$ cat config.mk
export PLATFORM = sky130hd
export DESIGN_NAME = adder_counter
export DESIGN_NICKNAME = d
export VERILOG_FILES = /design/src/rtl/adder_counter_pkg.sv /design/src/rtl/adder_counter.sv
export SDC_FILE = /design/constraint.sdc
export NUM_CORES = 1
export LEC_CHECK = 0
export CAP_MARGIN = 10
export CORE_AREA = 2 2 39 41
export CTS_CLUSTER_SIZE = 24
export DETAILED_ROUTE_END_ITERATION = 6
export DIE_AREA = 0 0 41 43
export PLACE_DENSITY_LB_ADDON = 0.25
export SLEW_MARGIN = 20
export SYNTH_ARGS = -nofsm -noshare
export SYNTH_HDL_FRONTEND = slang
export SYNTH_SLANG_ARGS = --single-unit
$ cat constraint.sdc
create_clock -name aclk -period 1.65 [get_ports aclk]
set_clock_uncertainty 0.1 [all_clocks]
set_input_delay 0.165 -clock aclk [delete_from_list [all_inputs] [get_ports aclk]]
set_output_delay 0.165 -clock aclk [all_outputs]
set_load 0.02 [all_outputs]
$ cat src/rtl/adder_counter_pkg.sv
// Shared definitions for adder_counter and sibling counters.
package adder_counter_pkg;

  localparam int ADDER_DEFAULT_WIDTH = 8;

  // All-ones value for a counter of the given width (1..32), zero-extended to 32 bits.
  function automatic logic [31:0] cnt_max(input int width);
    if (width >= 32) return 32'hFFFF_FFFF;
    return (32'd1 << width) - 32'd1;
  endfunction

endpackage

$ cat src/rtl/adder_counter.sv
// adder_counter: WIDTH-bit synchronous up-counter with clear, increment strobe,
// wrap pulse and optional saturation.
// Optional sticky overflow flag 'ovf' appended after 'wrap' when the macro
// ADDER_COUNTER_OVF_EN is defined.
module adder_counter
  import adder_counter_pkg::*;
#(
  parameter int WIDTH    = ADDER_DEFAULT_WIDTH,
  parameter bit SATURATE = 1'b0
) (
  input  logic             aclk,
  input  logic             srst,
  input  logic             clr,
  input  logic             inc,
  output logic [WIDTH-1:0] out,
  output logic             wrap
`ifdef ADDER_COUNTER_OVF_EN
  ,
  output logic             ovf
`endif
);

  localparam logic [WIDTH-1:0] MAX = WIDTH'(cnt_max(WIDTH));

  logic [WIDTH-1:0] cnt_q, cnt_d;
  logic             wrap_q, wrap_d;
  logic             at_max;
`ifdef ADDER_COUNTER_OVF_EN
  logic             ovf_q, ovf_d;
`endif

  assign at_max = (cnt_q == MAX);

  // Next-state: clr beats inc; at all-ones either wrap (pulse) or hold.
  always_comb begin
    cnt_d  = cnt_q;
    wrap_d = 1'b0;
`ifdef ADDER_COUNTER_OVF_EN
    ovf_d  = ovf_q;
`endif
    if (clr) begin
      cnt_d = '0;
`ifdef ADDER_COUNTER_OVF_EN
      ovf_d = 1'b0;
`endif
    end else if (inc) begin
      if (at_max) begin
        if (!SATURATE) begin
          cnt_d  = '0;
          wrap_d = 1'b1;
        end
`ifdef ADDER_COUNTER_OVF_EN
        // Sets on the wrapping edge, or on the first inc attempted at all-ones
        // when saturating.
        ovf_d = 1'b1;
`endif
      end else begin
        cnt_d = cnt_q + WIDTH'(1);
      end
    end
  end

  // State registers; synchronous reset overrides everything.
  always_ff @(posedge aclk) begin
    if (srst) begin
      cnt_q  <= '0;
      wrap_q <= 1'b0;
`ifdef ADDER_COUNTER_OVF_EN
      ovf_q  <= 1'b0;
`endif
    end else begin
      cnt_q  <= cnt_d;
      wrap_q <= wrap_d;
`ifdef ADDER_COUNTER_OVF_EN
      ovf_q  <= ovf_d;
`endif
    end
  end

  assign out  = cnt_q;
  assign wrap = wrap_q;
`ifdef ADDER_COUNTER_OVF_EN
  assign ovf  = ovf_q;
`endif

endmodule

# After elaboration in Yosys (flattened, before gate mapping)
# Index checks and enable logic that the tools add are counted.
# word_totals
inputBits	4
elab_cells	9
out_inout_bits	9
reg_bits	9
# classes
n_addsub	1
n_eq_ne	1
reduce_logical	2
bitwise_logic	1
muxes	2
# ops
operator	n
8-bit by 1-bit adder with 8-bit output, second input constant	1
8-bit equality test, second input constant	1
8-bit two-way mux	1
3-bit OR reduction	1
2-bit OR reduction	1
1-bit two-way mux	1
1-bit NOT	1

# Longest topological paths before layout
# logic_depth
word_depth	2
mapped_depth	4
depth_no_buf	4

# Worst setup path after synthesis
# No wires, ideal clock.
# synth_path
path_kind	register to register
startpoint	register cnt_q[0] (netlist: out[0])
endpoint	register cnt_q[6] (netlist: out[6])
t_arrival_ns	1.390
stages_incl_launch_ff	5
setup_ns	0.070
n_path_buf	0
required_time_ns	1.480
path_slack_ns	0.090
period_less_slack_ns	1.560
cell_sequence	dfxtp_1 > ha_1 > nand4_2 > or3_1 > a21oi_1
# synth_between
elab_chain_len	2
elab_cells_between_ends	3
classes_between	add/sub (1); eq/ne (1); mux (1)
# synth_lines
item	line	text
start: declaration	adder_counter.sv:25	logic [WIDTH-1:0] cnt_q, cnt_d;
start signal: assignment	adder_counter.sv:72	cnt_q <= cnt_d;
8-bit by 1-bit adder with 8-bit output or 8-bit equality test (tied branches)	adder_counter.sv:58, adder_counter.sv:32	
8-bit two-way mux (*)	adder_counter.sv:47	if (at_max) begin
# Every way passes the cells marked *; elsewhere a longest branch is shown, timed or not.
# A chain may end at the register's enable or synchronous reset.

# Worst setup path after layout
# layout_path
startpoint	register cnt_q[2] (netlist: out[2])
endpoint	output out[2]
# layout_lines
item	line	text
end: declaration	adder_counter.sv:15	output logic [WIDTH-1:0] out,
# No word-level cell between the ends.

==> summary.md <==
| Metric | Value |
|---|---|
| Initial antenna violation count | `0` |
| Row count | `14` |
| Die width | `41 µm` |
| Synthesis-stage register bit count | `9` |
| Sw frac | `22.84%` |
| Simple-gate portion of the synthesized area | `27.50%` |
| Hold Crit Class | `flop to flop` |
| Total GRT Usage | `12.11%` |
| Crit. Startpoint | `out[2]$_SDFFE_PP0P_` |
| Max stage delay on crit path | `0.65 ns` |
| Final antenna-violating net count | `0` |
| Cell-internal power | `0.3289 mW` |
| NetSw | `0.09736 mW` |
| Avg WL per Cell | `10.73 µm` |
| Post-synthesis xor/xnor area fraction | `8.750%` |
| Reg-to-Reg End | `out[6]$_SDFFE_PP0P_` |
| Pleak | `0.2594 nW` |
| Reg2Reg Depth | `4` |
| Distinct cell type count after synthesis | `23` |
| Gpl congestion | `0.7101` |
| Inst Count DP | `74` |
| Port buffer count | `12` |
| Sequential element share of the synthesized area | `45.00%` |
| Power Dens Cells | `718.8 nW/µm²` |
| Clk root buf | `clkbuf_4` |
| Clk sinks | `9` |
| Post-synthesis mux area share | `2.500%` |
| DRT Pass-1 Iters | `2` |
| Max-slew headroom | `81.82%` |
| Non-filler cells, final | `78` |
| CP top delay family | `buffers and inverters` |
| CTS max path bufs | `2` |
| Largest net degree at the start of global routing | `7` |
| Fmax | `617.5 MHz` |
| CTS tree | `yes` |
| WL final | `837 µm` |
| Grt total ovfl | `0` |
| Vias after detailed routing | `371` |
| Final Cell Area | `593.1 µm²` |
| Slew Limit Fails | `0` |
| Height of the die | `43 µm` |
| WS Path Type | `flop to output port` |
| Critical-path maximum fanout | `5` |
| Hold depth | `2` |
| Gate power share | `6.5%` |
| Antenna cells | `0` |
| Synth Area in Compound Gates | `10.31%` |
| Total of max-cap violations | `0` |
| Post-CTS Setup Bufs | `0` |
| Clock transition at path regs | `0.06 ns` |
| Clock network fraction of design power | `41.4%` |
| Hold_sp | `out[7]$_SDFFE_PP0P_` |
| Worst slew pin tran | `0.2722 ns` |
| Cell count after synthesis | `44` |
| Critical Path, Cell by Cell | `clkdlybuf4s50_1` |
| YS warnings | `0` |
| Share of cells above drive strength 1 | `14.52%` |
| R2R setup slack | `0.14 ns` |
| Final setup fails | `0` |
| Placed cell area | `559.3 µm²` |
| Die area | `1763 µm²` |
| Drt drc | `0` |
| Mean Syn Cell Area | `9.100 µm²` |
| CP required | `1.38 ns` |
| RSZ-0062 raised after global routing | `false` |
| Vias in the first global route | `334` |
| Tcrit/Tclk final | `98.15%` |
| Final min period | `1.619 ns` |
| Ports | `13` |
| Final nets | `68` |
| Drt via density | `4.756` |
| Final HPWL DP | `611.4 µm` |
| Worst setup EP type | `output port` |
| Area added between synthesis and finish | `48.13%` |
| Largest family of logic cells by synthesized area | `simple AND/OR/NAND/NOR gates` |
| Clk_lat worst skew | `0.27 ns` |
| Type of origin of the critical path | `flop` |
| Critical path arrival | `1.35 ns` |
| Post-CTS Resized | `0` |
| Syn Nets | `49` |
| Fin. Hold Viols | `0` |
| Core area | `1384 µm²` |
| Sequential power share | `52.1%` |
| Adder-cell area share of the yosys netlist | `3.125%` |
| Cts hold-fix bufs | `0` |
| Initial core utilization | `28.93%` |
| Hold path endpoint | `out[7]$_SDFFE_PP0P_` |
| Worst Path Buf+Inv | `1` |
| Status | `complete, no violations` |
| R2r startpoint | `out[0]$_SDFFE_PP0P_` |
| Maximum VDD drop | `0.3133 mV` |
| First-pass GRT wire length | `1421 µm` |
| CP max-delay cell | `clkdlybuf4s50_1` |
| H-tree levels | `1` |
| CTS buffer count | `3` |
| Detailed Route Iter0 Violations | `19` |
| Mapped cell area | `400.4 µm²` |
| Setup_tns | `0 ns` |
-- how the worst max path moves through the flow --
stage | endpoint | slack (ns) | cells after the start
after floorplan | out[6]$_SDFFE_PP0P_ | 0.09 | 4
after global placement | out[7]$_SDFFE_PP0P_ | 0.05 | 4
after detailed placement | out[7]$_SDFFE_PP0P_ | 0.04 | 4
after CTS | out[0] | 0.02 | 1
after global routing | out[1] | 0.0009 | 1
final | out[2] | 0.03 | 1
-- synth_stat cells --
cell type  instances  area share [%]
dfxtp_1            9              45
nor2_1             5             4.7
nand2_1            4             3.7
xor2_1             3             6.6
a21oi_1            2             2.5
nand3_1            2             2.5
nand4_1            2             3.1
or3_1              2             3.1
a31oi_1            1             1.6
buf_4              1             1.9
clkbuf_1           1            0.94
ha_1               1             3.1
mux2i_1            1             2.5
nand3_2            1             2.5
nand4_2            1             3.1
nor3_1             1             1.2
o211ai_1           1             1.9
o21ai_0            1             1.2
o21ai_1            1             1.2
o21bai_1           1             1.9
or2_0              1             1.6
or4_1              1             1.9
xnor2_1            1             2.2
-- stage by stage --
stage          utilization (%)  power (mW)  worst slack, ns  hold WS, ns
6_report                 42.86      0.4263          0.03052       0.4286
5_1_grt                  42.86      0.4400        0.0009094       0.4568
4_1_cts                  42.31      0.4269          0.02071       0.4308
3_5_place_dp             40.42      0.2553          0.03952       0.4218
3_3_place_gp             40.42      0.2552          0.05006       0.4114
2_1_floorplan                -      0.2413          0.09018       0.3553
-- sequential cells by signal, summed over array words and instances (netlist names) --
register  count
wrap          1
out           8
-- routing by layer --
| layer | up-vias | share of wire (%) | track usage [%] |
|---|---|---|---|
| met5 | - | 0 | 0 |
| met4 | 0 | 3.5 | 9.333 |
| met3 | 5 | 4.9 | 3.141 |
| met2 | 11 | 42 | 16.25 |
| met1 | 162 | 49 | 15.69 |
| li1 | 193 | - | - |
-- logic make-up after synthesis --
kind of cell	count (synthesis)
AND/OR/NAND/NOR	20
AO/OA/AOI/OAI	7
flip-flops	9
XOR/XNOR	4
adder cells (fa/ha/maj)	1
buffers and inverters	2
multiplexers	1
-- power by group through the flow --
stage                     combinational, mW  sequential, mW  clock [mW]
after floorplan                      0.0130           0.228           0
after global placement               0.0284           0.227           0
after detailed placement             0.0284           0.227           0
after CTS                            0.0285           0.222       0.176
after global routing                 0.0304           0.222       0.187
final                                0.0278           0.222       0.176
-- placed cells by master (no fill, tap or decap), drive strengths merged, types with 2 or more instances in the layout --
master,Yosys,routed
a21oi,2,2
buf,1,4
clkbuf,1,4
clkdlybuf4s50,0,9
dfxtp,9,9
dlymetal6s2s,0,3
nand2,4,4
nand3,3,3
nand4,3,3
nor2,5,5
o21ai,2,2
or3,2,2
xor2,3,3
-- area by class of cell --
type,count,area [µm²]
sequential,9,180.2
multi-input combinational,33,209.0
clock buffer,4,26.28
tap,16,20.02
timing repair buffer,16,157.7
fill,155,790.8
(Power assumes the default switching activity.)
